## config.mk

```make
export PLATFORM = sky130hd
export DESIGN_NAME = pipe_stall_ctrl_flat
export DESIGN_NICKNAME = d
export VERILOG_FILES = /design/src/rtl/pipe_stall_ctrl_if.sv /design/src/rtl/pipe_stall_ctrl.sv /design/src/flat_wrapper.sv
export SDC_FILE = /design/constraint.sdc
export NUM_CORES = 1
export LEC_CHECK = 0
export CAP_MARGIN = 20
export CORE_AREA = 8 8 45 47
export CTS_BUF_LIST = sky130_fd_sc_hd__clkbuf_8
export DETAILED_ROUTE_END_ITERATION = 7
export DIE_AREA = 0 0 53 55
export HOLD_SLACK_MARGIN = 0.02
export SYNTH_ARGS = -nofsm -noshare
export SYNTH_HDL_FRONTEND = slang
export SYNTH_SLANG_ARGS = --single-unit
```

## constraint.sdc

```tcl
create_clock -name clk -period 1.95 [get_ports clk]
set_input_delay 0.585 -clock clk [delete_from_list [all_inputs] [get_ports clk]]
set_output_delay 0.585 -clock clk [all_outputs]
set_load 0.05 [all_outputs]
```

## src/rtl/pipe_stall_ctrl_if.sv

```systemverilog
// Handshake bundle between the hazard/decode/EX side and the stall controller.
// Perf counter signals exist only when PIPE_STALL_PERF_EN is defined.
interface pipe_stall_ctrl_if
`ifdef PIPE_STALL_PERF_EN
    #(parameter int CNT_W = 16)
`endif
    ;
    logic       hazard;
    logic       call;
    logic       ret;
    logic       PC_update;
    logic       branch_taken;
    logic       stall_PC;
    logic       stall_IF_ID;
    logic       flush_IF_ID;
    logic       bubble_ID_EX;
    logic [1:0] state;
    logic       stall_err;
`ifdef PIPE_STALL_PERF_EN
    logic [CNT_W-1:0] stall_cycles;
    logic [CNT_W-1:0] flush_count;
`endif

    modport master (
        output hazard, call, ret, PC_update, branch_taken,
        input  stall_PC, stall_IF_ID, flush_IF_ID, bubble_ID_EX, state, stall_err
`ifdef PIPE_STALL_PERF_EN
        , input stall_cycles, flush_count
`endif
    );

    modport slave (
        input  hazard, call, ret, PC_update, branch_taken,
        output stall_PC, stall_IF_ID, flush_IF_ID, bubble_ID_EX, state, stall_err
`ifdef PIPE_STALL_PERF_EN
        , output stall_cycles, flush_count
`endif
    );
endinterface

```

## src/rtl/pipe_stall_ctrl.sv

```systemverilog
// Pipeline stall/flush sequencer: data stalls, call/ret halt window, branch flush.
// Optional perf counters are enabled with the PIPE_STALL_PERF_EN macro.
module pipe_stall_ctrl #(
    parameter int MAX_DATA_STALL = 3
`ifdef PIPE_STALL_PERF_EN
    , parameter int CNT_W = 16
`endif
) (
    input  logic            clk,
    input  logic            rst,
    pipe_stall_ctrl_if.slave bus
);
    typedef enum logic [1:0] {
        RUN    = 2'b00,
        DSTALL = 2'b01,
        CHALT  = 2'b10,
        FLUSH  = 2'b11
    } state_t;

    localparam logic [3:0] MAX_CNT = MAX_DATA_STALL[3:0];

    state_t     cur_state, next_state;
    logic [3:0] scnt, scnt_nxt;
    logic       err_q, err_nxt;
    logic       stall_pc_c, stall_ifid_c, flush_ifid_c, bubble_c;

    always_ff @(posedge clk) begin
        if (rst) begin
            cur_state <= RUN;
            scnt      <= '0;
            err_q     <= 1'b0;
        end else begin
            cur_state <= next_state;
            scnt      <= scnt_nxt;
            err_q     <= err_nxt;
        end
    end

    // Priority is branch > hazard > call/ret; the branch squashes everything younger.
    always_comb begin
        next_state   = cur_state;
        scnt_nxt     = scnt;
        err_nxt      = err_q;
        stall_pc_c   = 1'b0;
        stall_ifid_c = 1'b0;
        flush_ifid_c = 1'b0;
        bubble_c     = 1'b0;
        if (bus.branch_taken) begin
            flush_ifid_c = 1'b1;
            bubble_c     = 1'b1;
            next_state   = FLUSH;
            scnt_nxt     = '0;
        end else begin
            case (cur_state)
                RUN, DSTALL: begin
                    if (bus.hazard) begin
                        stall_pc_c   = 1'b1;
                        stall_ifid_c = 1'b1;
                        bubble_c     = 1'b1;
                        next_state   = DSTALL;
                        scnt_nxt     = (scnt == 4'hF) ? scnt : scnt + 4'd1;
                        if (scnt == MAX_CNT) begin
                            err_nxt = 1'b1;
                        end
                    end else begin
                        scnt_nxt = '0;
                        if (bus.call || bus.ret) begin
                            stall_pc_c   = 1'b1;
                            flush_ifid_c = 1'b1;
                            next_state   = CHALT;
                        end else begin
                            next_state = RUN;
                        end
                    end
                end
                CHALT: begin
                    if (bus.PC_update) begin
                        next_state = RUN;
                    end else begin
                        stall_pc_c   = 1'b1;
                        flush_ifid_c = 1'b1;
                    end
                end
                FLUSH: begin
                    flush_ifid_c = 1'b1;
                    next_state   = RUN;
                end
                default: next_state = RUN;
            endcase
        end
    end

    assign bus.stall_PC     = stall_pc_c;
    assign bus.stall_IF_ID  = stall_ifid_c;
    assign bus.flush_IF_ID  = flush_ifid_c;
    assign bus.bubble_ID_EX = bubble_c;
    assign bus.state        = cur_state;
    assign bus.stall_err    = err_q;

`ifdef PIPE_STALL_PERF_EN
    logic [CNT_W-1:0] stall_cycles_q, flush_count_q;

    // Both counters saturate rather than wrap so long runs stay meaningful.
    always_ff @(posedge clk) begin
        if (rst) begin
            stall_cycles_q <= '0;
            flush_count_q  <= '0;
        end else begin
            if (stall_pc_c && (stall_cycles_q != '1)) begin
                stall_cycles_q <= stall_cycles_q + 1'b1;
            end
            if (bus.branch_taken && (flush_count_q != '1)) begin
                flush_count_q <= flush_count_q + 1'b1;
            end
        end
    end

    assign bus.stall_cycles = stall_cycles_q;
    assign bus.flush_count  = flush_count_q;
`endif
endmodule

```

## src/flat_wrapper.sv

```systemverilog
// flat-port wrapper written by rule: the top's interface ports become plain ports
module pipe_stall_ctrl_flat 
#(
    parameter int MAX_DATA_STALL = 3

)
  (clk, rst, bus_hazard, bus_call, bus_ret, bus_PC_update, bus_branch_taken, bus_stall_PC, bus_stall_IF_ID, bus_flush_IF_ID, bus_bubble_ID_EX, bus_state, bus_stall_err);
  pipe_stall_ctrl_if bus_i ();
  input  logic clk;
  input  logic rst;
  input wire logic [$bits(bus_i.hazard)-1:0] bus_hazard;
  input wire logic [$bits(bus_i.call)-1:0] bus_call;
  input wire logic [$bits(bus_i.ret)-1:0] bus_ret;
  input wire logic [$bits(bus_i.PC_update)-1:0] bus_PC_update;
  input wire logic [$bits(bus_i.branch_taken)-1:0] bus_branch_taken;
  output wire logic [$bits(bus_i.stall_PC)-1:0] bus_stall_PC;
  output wire logic [$bits(bus_i.stall_IF_ID)-1:0] bus_stall_IF_ID;
  output wire logic [$bits(bus_i.flush_IF_ID)-1:0] bus_flush_IF_ID;
  output wire logic [$bits(bus_i.bubble_ID_EX)-1:0] bus_bubble_ID_EX;
  output wire logic [$bits(bus_i.state)-1:0] bus_state;
  output wire logic [$bits(bus_i.stall_err)-1:0] bus_stall_err;
  assign bus_i.hazard = bus_hazard;
  assign bus_i.call = bus_call;
  assign bus_i.ret = bus_ret;
  assign bus_i.PC_update = bus_PC_update;
  assign bus_i.branch_taken = bus_branch_taken;
  assign bus_stall_PC = bus_i.stall_PC;
  assign bus_stall_IF_ID = bus_i.stall_IF_ID;
  assign bus_flush_IF_ID = bus_i.flush_IF_ID;
  assign bus_bubble_ID_EX = bus_i.bubble_ID_EX;
  assign bus_state = bus_i.state;
  assign bus_stall_err = bus_i.stall_err;
  pipe_stall_ctrl #(.MAX_DATA_STALL(MAX_DATA_STALL)) u_core (.clk(clk), .rst(rst), .bus(bus_i));
endmodule
```

**Yosys cells after proc, flatten, opt, wreduce, memory -nomap -nowiden**

Index checks and enable logic that the tools add are counted.

- Logic and storage cells: 37
- Input port bits: 7
- Register bits after elaboration: 7

- $add $sub $neg: 1
- Reduce and logical (&&, ||, !) cells: 6
- Bitwise gates (word level): 1
- Equal/unequal tests: 7
- Muxes and demuxes: 19

Operators with widths:

| operator | number |
|---|---|
| $mux W1 | 10 |
| $mux W2 | 4 |
| $mux W4 | 2 |
| $pmux W2 S3 | 1 |
| $add A4 B1 Y4 const B | 1 |
| $eq A2 B2 Y1 const B | 2 |
| $eq A4 B2 Y1 const B | 1 |
| $eq A4 B4 Y1 const B | 1 |
| $reduce_and A4 Y1 | 1 |
| $reduce_or A2 Y1 | 2 |
| $ne A3 B3 Y1 const B | 1 |
| $pmux W1 S3 | 1 |
| $eq A2 B1 Y1 const B | 1 |
| $logic_not A2 Y1 | 1 |
| $ne A2 B2 Y1 const B | 1 |
| $pmux W1 S2 | 1 |
| $reduce_and A2 Y1 | 1 |
| $logic_or A1 B1 Y1 | 1 |
| $not A1 Y1 | 1 |

**Logic depth before layout (Yosys ltp)**

- Depth in word-level cells: 5
- Depth in mapped cells: 4

**Worst setup path after synthesis**

Ideal clock, no wire load.

- Path kind: reg-to-output
- Start: reg u_core.cur_state[1], in the netlist u_core.bus.state[1]
- End: out bus_stall_PC
- Slack: -0.641 ns
- Stages on the path, launching flop included: 4
- Arrival time: 2.006 ns
- Required time: 1.365 ns
- Path through: dfxtp_1 > inv_2 > or3_4 > a21oi_1

- Longest elaborated chain between the ends: 4
- Elaborated cells between the ends (all ways): 6
- Classes of those cells: eq/ne: 2; mux: 2; reduce/logical: 2

Ends and longest elaborated chain:

| element | line | source |
|---|---|---|
| start: declaration | pipe_stall_ctrl.sv:22 | `state_t cur_state, next_state;` |
| start signal: assignment | pipe_stall_ctrl.sv:33 | `cur_state <= next_state;` |
| $eq A2 B1 Y1 or $logic_not A2 Y1 (tied branches) | pipe_stall_ctrl.sv:54 | `case (cur_state)` |
| $reduce_or A2 Y1 | pipe_stall_ctrl.sv:54 |  |
| $pmux W1 S2 * | pipe_stall_ctrl.sv:54 |  |
| $mux W1 * | pipe_stall_ctrl.sv:48 | `if (bus.branch_taken) begin` |
| end: declaration | flat_wrapper.sv:16 | `output wire logic [$bits(bus_i.stall_PC)-1:0] bus_stall_PC;` |

Every way passes the cells marked *; elsewhere a longest branch is shown, timed or not.

**Final worst setup path**

- Start: in bus_ret
- End: out bus_flush_IF_ID

- Longest elaborated chain between the ends: 5

Ends and longest elaborated chain:

| element | line | source |
|---|---|---|
| start: declaration | flat_wrapper.sv:13 | `input wire logic [$bits(bus_i.ret)-1:0] bus_ret;` |
| $logic_or A1 B1 Y1 | pipe_stall_ctrl.sv:67 | `if (bus.call \|\| bus.ret) begin` |
| $mux W1 | pipe_stall_ctrl.sv:67 |  |
| $mux W1 | pipe_stall_ctrl.sv:56 | `if (bus.hazard) begin` |
| $pmux W1 S3 | pipe_stall_ctrl.sv:54 |  |
| $mux W1 | pipe_stall_ctrl.sv:48 |  |
| end: declaration | flat_wrapper.sv:18 | `output wire logic [$bits(bus_i.flush_IF_ID)-1:0] bus_flush_IF_ID;` |

Every way passes these cells.

==> results_dict.tcl <==
set metrics [dict create \
    rsz0062_at_grt "yes" \
    critPathArrivalTime_ns 1.35 \
    cp_max_fo 2 \
    power_switching_share 0.2861 \
    reg2reg_slack_ns 0.63 \
    drcViolationCount 0 \
    antenna_cells 0 \
    vias 411 \
    grt.busiest_layer "met2" \
    design_area_um2 725.7 \
    syn_nets 50 \
    grt_max_degree 7 \
    ys_ff_latch 7 \
    internal_power_mw 0.3568 \
    fin_skew_ns 0.003988 \
    slew_viol_final 0 \
    wl_per_cell_um 13.29 \
    status "finished clean" \
    synth_adder_area_share 0.03484 \
    hpwl_um 852.3 \
    met2_usage 0.1250 \
    max_stage_delay_ns 0.26 \
    initial_core_util 0.2595 \
    grt_pass1_wl_um 1773 \
    worst_slack_ns 0.01419 \
    finalWirelength_um 1143 \
    setup.worst_path.class "input port to primary output" \
    clockBufferDepth 2 \
    critical_path.endpoint_type "primary output" \
    muxShareOfSynthArea 0 \
    timing.final.crit_share 0.9927 \
    grt_pass1_vias 388 \
    vias_per_cell 4.779 \
    ys_types 22 \
    hold_viol_final 0 \
    syn_to_final_growth_pct 102.1 \
    power.density_mw_per_mm2 688.8 \
    synth_top_family_by_area "simple AND/OR/NAND/NOR gates" \
    dp_slack_ns -0.4146 \
    worstMarginPinSlew_ns 0.3863 \
    chipHeight_um 55 \
    synth-seq-area-share 0.3902 \
    power_mw 0.4998 \
    rows 14 \
    fp.coreArea_mm2 0.001384 \
    syn_inst 42 \
    grt-ovfl-total 0 \
    layout-drive-gt1-share 0.5714 \
    fmax_mhz 516.6 \
    synthXorXnorAreaFrac 0 \
    cp_common_cell "buf_6" \
    fp.dieArea_mm2 0.002915 \
    grtUsageTotal 0.09036 \
    synth-simple-area-share 0.2822 \
    synth_area_per_cell_um2 8.550 \
    dpl_cell_area_um2 618.1 \
    pwr-share-comb 0.295 \
    synth_compound_area_frac 0.2718 \
    dr.first_iter.drc_count 8 \
    p_clk_frac 0.402 \
    finalSetupViolCount 0 \
    die-width_um 53 \
    htreeDepth 1 \
    hold_class "flop to flop" \
    p_leak_nw 0.3152 \
    slowest_stage "or2_4" \
    min_period_ns 1.936 \
    cp_cell_sequence "buf_6, or2_4, a31oi_4, o21ai_2, buf_6" \
    port-buffer-count 13 \
    path_delay_family "simple AND/OR/NAND/NOR gates" \
    numCtsBuffers 3 \
    maxCapViolCount 0 \
    firstDrtPassIters 4 \
    clock_latency_ns 0.23 \
    met1_usage 0.09939 \
    met3_usage 0.04011 \
    postRouteAntennaNets 0 \
    switchingPower_mw 0.1430 \
    start_kind "input port" \
    crit_buf_inv 2 \
    synthesis.area_um2 359.1 \
    max-vdd-ir-drop_mv 0.5162 \
    yosys_warnings 0 \
    relSlewSlack 0.7358 \
    antenna_found_initial 0 \
    num_io_pins 14 \
    seq_power_share 0.303 \
    nets 79 \
    crit_required_ns 1.36 \
    tns_ns 0 \
    cts_sinks 7 \
    clkTransAtPathRegs_ns 0.04 \
    cts_tree "built" \
    gp_congestion 0.7918 \
    cts-root-buf "clkbuf_8" \
]
==> final timing paths <==
path	start	to	depth (start not counted)
min	u_core.scnt[1]	u_core.scnt[1]	2
min reg2reg	u_core.scnt[1]	u_core.scnt[1]	2
max	bus_ret	bus_flush_IF_ID	5
max reg2reg	u_core.scnt[0]	u_core.scnt[2]	4
==> area by class of cell <==
type / count / area (µm²)
Clock buffer: 3 / 41.29
Clock inverter: 1 / 3.754
Fill cell: 128 / 658.1
Inverter: 2 / 7.507
Multi-Input combinational cell: 33 / 264.0
Sequential cell: 7 / 140.1
Tap cell: 16 / 20.02
Timing Repair Buffer: 24 / 249.0
==> worst register-to-register path: cells and delay by family (launching register included) <==
kind                     cells  cell delay [ns]
adder cells (fa/ha/maj)      1             0.26
flip-flops                   1             0.32
AND/OR/NAND/NOR              1             0.11
AO/OA/AOI/OAI                2             0.49
==> through the flow <==
stage | hold WS, ns | std cells | utilization
3_3_place_gp | 0.4634 | 80 | 0.4467
2_1_floorplan | 0.4611 | 42 | -
6_report | 0.4863 | 86 | 0.5244
5_1_grt | 0.5227 | 86 | 0.5244
4_1_cts | 0.4825 | 86 | 0.5181
3_5_place_dp | 0.4682 | 80 | 0.4467
==> timing repair <==
action	in CTS	in global routing
pin swaps	5	2
hold endpoints to repair	0	0
setup endpoints to repair	4	3
resized for setup	26	4
hold buffers	0	0
buffers inserted	2	0
==> placed cells by master, fill, tap and decap left out, types with 2 or more instances in the layout <==
cell type / synthesis / final
buf_4: 0 / 13
dfxtp_1: 7 / 7
buf_6: 0 / 4
buf_12: 0 / 4
nand2_1: 3 / 3
nor2_1: 3 / 3
nand3_1: 3 / 3
clkbuf_8: 0 / 3
or2_4: 0 / 2
nor2b_1: 3 / 2
inv_1: 1 / 2
o21ai_2: 0 / 2
a31oi_1: 3 / 2
==> sequential cells by signal (all words and copies together), names as in the netlist <==
register	cells
u_core.scnt	4
u_core.bus.state	2
u_core.bus.stall_err	1
==> Yosys cell counts <==
library cell,number,area [µm²]
a2111oi_0,1,8.760
nor2_1,3,11.26
o221a_2,1,11.26
o41ai_1,1,8.760
nor2b_1,3,18.77
and2_2,1,7.510
a21oi_2,1,8.760
or2_2,2,12.51
o21ai_1,1,5.000
nand3_1,3,15.01
inv_1,1,3.750
or3_4,1,11.26
nand2_1,3,11.26
ha_1,1,12.51
a21oi_1,2,10.01
inv_2,1,3.750
dfxtp_1,7,140.1
o21ai_0,3,15.01
a31oi_1,3,18.77
nor3b_1,1,7.510
and3_1,1,6.260
a41o_2,1,11.26
==> routing by layer <==
metal / share of wire / routed length [µm]
met1: 0.41 / 471
met5: 0 / 0
met2: 0.50 / 574
met4: 0.035 / 40
met3: 0.050 / 57
==> power by group through the flow <==
stage	sequential, mW	clock, mW	combinational, mW
detailed placement	0.154	0	0.128
floorplan	0.166	0	0.0461
global placement	0.153	0	0.128
finish	0.151	0.201	0.148
global route	0.151	0.218	0.155
CTS	0.151	0.203	0.145
==> cell families after synthesis <==
family / after synthesis
buffers and inverters: 2
adders and majority gates: 1
and+or+nand+nor: 18
DFF: 7
AOI/OAI and AO/OA: 14
Power figures use the tool's default switching activity.
